**src/rtl/vec_wb_pkg.sv**
```systemverilog
// Shared types and constants for the Wishbone vector sequencer.
// Imported by the address decoder and the sequencer top.
package vec_wb_pkg;

  typedef enum logic [2:0] {
    IDLE,
    ISSUE_INSTR,
    ISSUE_LOAD,
    WAIT_STORE,
    ACK
  } state_t;

  localparam logic [4:0]  VLOAD         = 5'b00000;
  localparam logic [4:0]  VSTORE        = 5'b00001;
  localparam logic [31:0] BASE_ADDR_DEF = 32'h3000_0000;
  localparam logic [31:0] SENTINEL      = 32'hDEAD_BEEF;

endpackage

```
**src/rtl/wb_addr_decode.sv**
```systemverilog
// Combinational decode of a Wishbone byte address into the
// instruction register or an element-window word index.
module wb_addr_decode
  import vec_wb_pkg::*;
#(
  parameter logic [31:0] BASE_ADDR = BASE_ADDR_DEF,
  parameter int          NUM_ELEMS = 64
) (
  input  logic [31:0] adr,
  output logic        is_instr,
  output logic        is_win,
  output logic [31:0] index
);

  localparam logic [31:0] WIN_LO = BASE_ADDR + 32'd4;
  localparam logic [31:0] WIN_HI = WIN_LO + 32'(4 * NUM_ELEMS);

  logic [31:0] off;

  always_comb begin
    off      = adr - WIN_LO;
    is_instr = (adr == BASE_ADDR);
    is_win   = (adr >= WIN_LO) && (adr < WIN_HI);
    index    = is_win ? (off >> 2) : '0;
  end

endmodule

```
**src/rtl/wb_vec_sequencer.sv**
```systemverilog
// Wishbone slave that turns register/window accesses into
// instruction, load and store-return stream beats.
module wb_vec_sequencer
  import vec_wb_pkg::*;
#(
  parameter logic [31:0] BASE_ADDR      = BASE_ADDR_DEF,
  parameter int          NUM_ELEMS      = 64,
  parameter int          TIMEOUT_CYCLES = 255
) (
  input  logic        wb_clk_i,
  input  logic        wb_rst_ni,
  input  logic        wbs_stb_i,
  input  logic        wbs_cyc_i,
  input  logic        wbs_we_i,
  input  logic [3:0]  wbs_sel_i,
  input  logic [31:0] wbs_dat_i,
  input  logic [31:0] wbs_adr_i,
  output logic        wbs_ack_o,
  output logic [31:0] wbs_dat_o,
  output logic [31:0] instruction_recv_msg,
  output logic        instruction_recv_val,
  input  logic        instruction_recv_rdy,
  output logic [63:0] load_recv_msg,
  output logic        load_recv_val,
  input  logic        load_recv_rdy,
  input  logic [31:0] store_send_msg,
  input  logic        store_send_val,
  output logic        store_send_rdy,
  output logic        busy_o,
  output logic        timeout_o
);

  localparam int CW = $clog2(TIMEOUT_CYCLES + 1);
  localparam logic [CW-1:0] CNT_LAST = CW'(TIMEOUT_CYCLES - 1);

  state_t        state, state_n;
  logic [CW-1:0] cnt;
  logic          we_q, win_q, abort_q;
  logic          dec_instr, dec_win;
  logic [31:0]   dec_index;
  logic          req, stop, last;
  logic          unused_sel;

  wb_addr_decode #(
    .BASE_ADDR(BASE_ADDR),
    .NUM_ELEMS(NUM_ELEMS)
  ) u_dec (
    .adr     (wbs_adr_i),
    .is_instr(dec_instr),
    .is_win  (dec_win),
    .index   (dec_index)
  );

  assign unused_sel = ^wbs_sel_i;
  assign req  = wbs_cyc_i & wbs_stb_i;
  assign stop = abort_q | ~wbs_cyc_i;
  assign last = (cnt == CNT_LAST);

  assign instruction_recv_val = (state == ISSUE_INSTR);
  assign load_recv_val        = (state == ISSUE_LOAD);
  assign store_send_rdy       = (state == WAIT_STORE);
  assign busy_o               = (state != IDLE);

  always_comb begin
    state_n = state;
    unique case (state)
      IDLE: begin
        if (req) begin
          if (dec_instr)
            state_n = wbs_we_i ? ISSUE_INSTR : ACK;
          else if (dec_win)
            state_n = ISSUE_INSTR;
          else
            state_n = ACK;
        end
      end
      ISSUE_INSTR: begin
        if (instruction_recv_rdy)
          state_n = stop ? IDLE : (win_q ? ISSUE_LOAD : ACK);
      end
      ISSUE_LOAD: begin
        if (load_recv_rdy)
          state_n = stop ? IDLE : (we_q ? ACK : WAIT_STORE);
      end
      WAIT_STORE: begin
        if (!wbs_cyc_i)
          state_n = IDLE;
        else if (store_send_val || last)
          state_n = ACK;
      end
      ACK:     state_n = IDLE;
      default: state_n = IDLE;
    endcase
  end

  always_ff @(posedge wb_clk_i or negedge wb_rst_ni) begin
    if (!wb_rst_ni) begin
      state                <= IDLE;
      cnt                  <= '0;
      we_q                 <= 1'b0;
      win_q                <= 1'b0;
      abort_q              <= 1'b0;
      wbs_ack_o            <= 1'b0;
      wbs_dat_o            <= '0;
      instruction_recv_msg <= '0;
      load_recv_msg        <= '0;
      timeout_o            <= 1'b0;
    end else begin
      state     <= state_n;
      wbs_ack_o <= (state_n == ACK);
      cnt       <= (state == WAIT_STORE) ? cnt + 1'b1 : '0;
      // Remember a dropped cycle so the beat in flight still finishes.
      if (state == IDLE)
        abort_q <= 1'b0;
      else if (!wbs_cyc_i &&
               (state == ISSUE_INSTR || state == ISSUE_LOAD))
        abort_q <= 1'b1;
      if (state == IDLE && req) begin
        we_q  <= wbs_we_i;
        win_q <= dec_win;
        instruction_recv_msg <= dec_instr ? wbs_dat_i :
          {(wbs_we_i ? VLOAD : VSTORE), 27'b0};
        load_recv_msg <= {dec_index,
                          (wbs_we_i ? wbs_dat_i : 32'b0)};
        if (!(dec_win || (dec_instr && wbs_we_i)))
          wbs_dat_o <= '0;
      end
      if (state == WAIT_STORE && wbs_cyc_i) begin
        if (store_send_val) begin
          wbs_dat_o <= store_send_msg;
        end else if (last) begin
          wbs_dat_o <= SENTINEL;
          timeout_o <= 1'b1;
        end
      end
    end
  end

endmodule

```
**config.mk**
```make
export PLATFORM = sky130hd
export DESIGN_NAME = wb_vec_sequencer
export DESIGN_NICKNAME = d
export VERILOG_FILES = /design/src/rtl/vec_wb_pkg.sv /design/src/rtl/wb_addr_decode.sv /design/src/rtl/wb_vec_sequencer.sv
export SDC_FILE = /design/constraint.sdc
export NUM_CORES = 1
export LEC_CHECK = 0
export ABC_CLOCK_PERIOD_IN_PS = 2520
export CAP_MARGIN = 5
export CORE_AREA = 2 2 98 147
export CTS_BUF_LIST = sky130_fd_sc_hd__clkbuf_4
export CTS_CLUSTER_DIAMETER = 120
export DETAILED_ROUTE_END_ITERATION = 6
export DIE_AREA = 0 0 100 149
export PLACE_DENSITY = 0.92
export SYNTH_ARGS = -nofsm -noshare
export SYNTH_HDL_FRONTEND = slang
export SYNTH_SLANG_ARGS = --single-unit
```
**constraint.sdc**
```tcl
create_clock -name wb_clk_i -period 2.52 [get_ports wb_clk_i]
set_clock_uncertainty 0.05 [all_clocks]
set_input_delay 0.756 -clock wb_clk_i [delete_from_list [all_inputs] [get_ports wb_clk_i]]
set_output_delay 0.756 -clock wb_clk_i [all_outputs]
set_load 0.005 [all_outputs]
```
* Yosys cells after proc, flatten, opt, wreduce, memory -nomap -nowiden
Index checks and enable logic that the tools add are counted.
** Operators by class
- Add/subtract/negate cells :: 2
- Magnitude comparators :: 2
- Eq/ne operators :: 6
- Muxes and demuxes :: 25
- Bitwise gates (word level) :: 4
- Reduce and logical (&&, ||, !) cells :: 13
** Operators with widths (count)
- two-way mux 32 bit :: 7
- two-way mux 3 bit :: 12
- equality test 32 x 30 -> 1 bit (second input constant) :: 1
- greater-or-equal comparator 32 x 30 -> 1 bit (second input constant) :: 1
- < comparator 32 x 30 -> 1 bit (second input constant) :: 1
- subtractor 32 x 30 -> 32 bit (second input constant) :: 1
- two-way mux 30 bit :: 1
- case mux 3 bit (4 select lines) :: 1
- adder 8 x 1 -> 8 bit (second input constant) :: 1
- equality test 8 bit (second input constant) :: 1
- two-way mux 8 bit :: 1
- equality test 3 x 2 -> 1 bit (second input constant) :: 2
- logical AND 1 bit :: 5
- equality test 3 x 1 -> 1 bit (second input constant) :: 1
- equality test 3 bit (second input constant) :: 1
- zero test 3 bit :: 1
- logical OR 1 bit :: 3
- two-way mux 1 bit :: 3
- AND reduction 3 bit :: 1
- nonzero test 3 bit :: 1
- inverter 1 bit :: 2
- nonzero test 2 bit :: 1
- AND 1 bit :: 1
- zero test 1 bit :: 1
- OR 1 bit :: 1
** Storage, ports and cells
- Flip-flop bits (word level) :: 144
- Output and inout port bits :: 134
- Word-level logic and storage cells :: 62

* Logic depth before layout (Yosys ltp)
- Depth in word-level cells :: 8
- Depth in mapped cells :: 8
- Mapped depth without buffers :: 7

* By module
A second synthesis with hierarchy kept.
** Second synthesis, totals
- Cells, all modules :: 704
- Area, all modules :: 6349.8 µm²
** By module, submodules not included
- wb_vec_sequencer :: instances 1, cells an instance 623, area an instance 5764.3 µm², seq. area each 3603.5 µm²
- wb_addr_decode :: instances 1, cells an instance 81, area an instance 585.6 µm², seq. area each 0.0 µm²

* Worst setup path after synthesis
OpenSTA, ideal clock, no wires.
- Path type :: input-to-reg
- Start point :: in wbs_adr_i[3]
- End point :: reg wbs_dat_o[10]
- Setup time :: 120 ps
- Arrival :: 2365 ps
- Path slack :: -15 ps
- Stages on the path :: 8
- Path buffers :: 1
- Path through :: inv_1 > ha_1 > or3b_4 > and2b_1 > nand4_1 > a21oi_1 > buf_6 > nor2_1
** On the way
- Longest elaborated chain between the ends :: 8
** Ends and longest elaborated chain
- from (decl) :: line wb_vec_sequencer.sv:17 : input logic [31:0] wbs_adr_i,
- greater-or-equal comparator 32 x 30 -> 1 bit (tied with other cells) :: line wb_addr_decode.sv:23 : is_win = (adr >= WIN_LO) && (adr < WIN_HI);
- logical AND 1 bit (on tied branches) :: line wb_addr_decode.sv:23, wb_vec_sequencer.sv:125
- logical OR 1 bit (*) :: line wb_vec_sequencer.sv:125 : if (!(dec_win || (dec_instr && wbs_we_i)))
- two-way mux 32 bit (*) :: line wb_vec_sequencer.sv:125
- two-way mux 32 bit (*) :: line wb_vec_sequencer.sv:118 : if (state == IDLE && req) begin
- two-way mux 32 bit :: line wb_vec_sequencer.sv:131 : end else if (last) begin
- two-way mux 32 bit :: line wb_vec_sequencer.sv:129 : if (store_send_val) begin
- two-way mux 32 bit (*) :: line wb_vec_sequencer.sv:128 : if (state == WAIT_STORE && wbs_cyc_i) begin
- to (signal assigned) :: line wb_vec_sequencer.sv:130 : wbs_dat_o <= store_send_msg;
- to (decl) :: line wb_vec_sequencer.sv:19 : output logic [31:0] wbs_dat_o,
Every way passes the cells marked *; elsewhere a longest branch is shown, timed or not.
A chain may end at the register's enable or synchronous reset.

* Worst setup path in the final report
- Start point :: in wbs_adr_i[4]
- End point :: reg load_recv_msg[59]
** On the way
- Longest elaborated chain between the ends :: 3
** Ends and longest elaborated chain
- greater-or-equal comparator 32 x 30 -> 1 bit or < comparator 32 x 30 -> 1 bit (tied branches) :: line wb_addr_decode.sv:23
- logical AND 1 bit :: line wb_addr_decode.sv:23
- two-way mux 30 bit (*) :: line wb_addr_decode.sv:24 : index = is_win ? (off >> 2) : '0;
- to (signal assigned) :: line wb_vec_sequencer.sv:123 : load_recv_msg <= {dec_index,
- to (decl) :: line wb_vec_sequencer.sv:23 : output logic [63:0] load_recv_msg,
Marked as above.

==> summary.md <==
Global routing
- 5561 — via count of the first global-routing pass
- 27.3 mm — first-pass GRT wire length
- 65 — largest net degree at the start of global routing
- 0.234 — GRT Util Overall
- 0 — overall overflow remaining after global route
- 1 — number of antenna violations at the first check in global routing

Critical path
- 2 — sum of buffers and inverters on the critical path
- 2.91 ns — arrival time worst endpoint
- simple AND/OR/NAND/NOR gates — Crit path max-delay family
- o41a_1 — slowest CP cell
- 0.44 ns — largest stage delay on the critical path
- 6 — crit path max fanout
- input port — type of origin of the critical path
- wbs_adr_i[4] — launching element of the worst setup path
- 2.94 ns — required time reported for the critical path endpoint
- in2reg — WS Path Type
- state[2] — reg2reg start
- clkdlybuf4s50_1 > or3b_4 > o41a_1 > a31oi_4 > nor3b_4 > clkbuf_16 > a21o_1 — crit path cell chain
- register — Worst setup EP type

Routing
- 0 — number of antenna-violating nets in the routed design
- 0 — DRC violation count after routing
- 5389 — total via count in the routed design
- 5.35 — average vias per placed instance
- 17.2 um — average wire length per cell after detail routing
- 235 — number of design-rule violations left by the first detailed-router iteration
- 4 — number of search-and-repair iterations in the first detailed-routing pass
- 17.3 mm — sum of routed wire length over all layers

Timing
- 0.608 — relative max-transition margin
- 0.0259 ns — final worst-path setup slack
- 0 — Final Setup Violations
- 0.588 ns — slew at the pin closest to its max-slew limit
- 0.990 — ratio of final minimum period to clock period
- 0 — Final Max Slew Viols
- 0 — number of failing hold endpoints at the final stage
- 401 MHz — upper clock frequency limit
- 2.49 ns — fin crit period

Final layout
- 1008 — number of non-filler instances in the completed layout
- 1021 — number of filler cells placed in the layout
- clkdlybuf4s50_1 (228), dfrtp_1 (139), nand2_1 (104) — most used cells in the layout excluding fill and tap cells
- 0.129 — share of final-layout standard cells stronger than drive strength 1
- 2140 um^2 — area of combinational cells with multiple inputs
- 56.8% — synthesis-to-layout area growth
- 942 — Final Net Count
- clkdlybuf4s50_1 — most frequent standard cell in the layout excluding fill and tap cells
- 3560 um^2 — Storage cell area

Synth
- 0 — YS warnings
- dfrtp_1 — main flop type after synthesis
- 44 — count of unique library cells instantiated by Yosys
- 0.609 — Seq/Total Area, Yosys
- 0 — Post-synth EDFFs
- 142 — flop and latch count out of synthesis
- 556 — Post-Synthesis Cells
- 1.00 — async set-reset flop share out of synthesis
- 10.5 um^2 — synthesized area divided by synthesized cell count
- 5840 um^2 — post-synthesis instance area

Worst hold path
- in2async — min-delay worst type

Floorplanning
- 100 um — die span in x
- 0.423 — initial core utilization
- 14900 um^2 — Die ar.
- 13800 um^2 — standard cell core area
- 149 um — height of the die
- 242 — number of I/O pins
- 53 — placement row count

Pwr
- 0.534 mV — VDD IR-drop max
- 519 nW/um^2 — PwrDens
- 0.00475 W — final total power
- 4.33 nW — leakage power figure

Clock network
- 2 — buffer levels on the longest clock path
- 0 — CTS hold repair buffers
- 142 — TritonCTS sink count
- built — CTS tree
- 17 — number of clock buffers inserted by TritonCTS
- 4 — depth of the CTS H-tree
- 0.13 ns — clock-pin slew of the registers on the worst-case setup and hold paths
- 0.52 ns — clock latency on the worst-skew pair
- clkbuf_4 — buffer type at the clock tree root

Placed design
- -0.595 ns — setup slack after placement
- 967 — number of placed instances, taps included
- 0.821 — Placer Congestion
- 235 — # port buffers
- 12.6 mm — HPWL Detailed

Job
- 0 — max-cap violations

Status
- finished, final reports clean — result of the run

-- stage by stage --
stage | TNS [ns] | hold slack [ns] | cell area, um^2 | utilization
floorplan | 0 | 0.401 | 5850 | -
global placement | -42.65 | 0.397 | 8690 | 0.630
detailed placement | -45.99 | 0.398 | 8690 | 0.630
CTS | -0.228 | 0.111 | 9060 | 0.657
global route | -0.0119 | 0.113 | 9150 | 0.664
finish | 0 | 0.124 | 9150 | 0.664
-- cell type report --
class,instances,share of cell area
Clock buffer,19,0.0156
Sequential cell,142,0.389
Clock inverter,13,0.0204
Multi-Input combinational cell,370,0.234
Antenna cell,1,0.000273
Tap cell,165,0.0226
Inverter,8,0.00328
Timing Repair Buffer,290,0.315
-- where the power goes --
group	internal, W	switching [W]	leakage (nW)
registers	0.00236	0.0000489	1.95
clock network	0.000819	0.000841	0.178
logic	0.000385	0.000289	2.21
total	0.00357	0.00118	4.33
-- final timing paths --
| kind | to | slack, ns | cells after the start |
|---|---|---|---|
| setup / recovery | load_recv_msg[59] | 0.03 | 7 |
| hold / removal | instruction_recv_msg[4] | 0.12 | 1 |
| setup reg to reg | load_recv_msg[59] | 0.41 | 7 |
| hold reg to reg | load_recv_msg[5] | 0.43 | 2 |
| max in group asynchronous | wbs_dat_o[9] | 1.54 | 2 |
| min in group wb_clk_i | load_recv_msg[5] | 0.43 | 2 |
-- state kept, by name (all words and copies together) (netlist names) --
name and flops:
load_recv_msg 62, instruction_recv_msg 32, wbs_dat_o 32, cnt 8, state 3, abort_q 1, timeout_o 1, wbs_ack_o 1
we_q 1, win_q 1
-- cells by family (layout without fill, tap and decap cells) --
kind of cell               Yosys count  after routing  synth area share
and+or+nand+nor                    232            232             0.183
DFF                                142            142             0.609
AOI/OAI and AO/OA                  119            119             0.144
buffers and inverters               45            330            0.0349
xor gates and xnor gates            11             11            0.0165
adders and majority gates            5              5            0.0107
other                                1              3          0.000642
muxes                                1              1           0.00171
-- cells in the mapped netlist, types with 4 or more instances --
cell,count,share of area
and3_1,5,0.0054
nor4_1,6,0.0064
nand3b_1,5,0.0064
nand2_1,105,0.068
inv_1,8,0.0051
nand3_1,39,0.033
a32oi_1,8,0.012
nand4_1,4,0.0043
a21oi_1,5,0.0043
clkbuf_1,26,0.017
a22o_1,31,0.047
dfrtp_1,142,0.61
nor2_1,42,0.027
buf_2,4,0.0034
xor2_1,8,0.012
nor3_1,7,0.0060
o21ai_0,31,0.027
a21o_1,13,0.017
o22ai_1,25,0.027
ha_1,5,0.011
-- worst reg2reg max path, stage by stage, from the launching register on --
cell and delay (ns):
dfrtp_2 0.47, nor3_4 0.21, buf_4 0.16, nand3_4 0.08, or3_1 0.46, nor3b_4 0.34
clkbuf_16 0.21, a21o_1 0.09
-- timing repair --
item | CTS | global route
pin swaps | 0 | 2
setup endpoints to repair | 5 | 56
buffers inserted | 2 | 5
gates resized for setup | 11 | 18
gates cloned | 0 | 1
-- metal layers --
| layer | GRT usage | vias to the layer above | share of wire |
|---|---|---|---|
| met4 | 0.110 | 0 | 0.033 |
| met5 | 0 | - | 0 |
| met1 | 0.261 | 2651 | 0.38 |
| li1 | - | 2496 | - |
| met2 | 0.423 | 202 | 0.54 |
| met3 | 0.0464 | 40 | 0.053 |
Power figures use the tool's default switching activity.
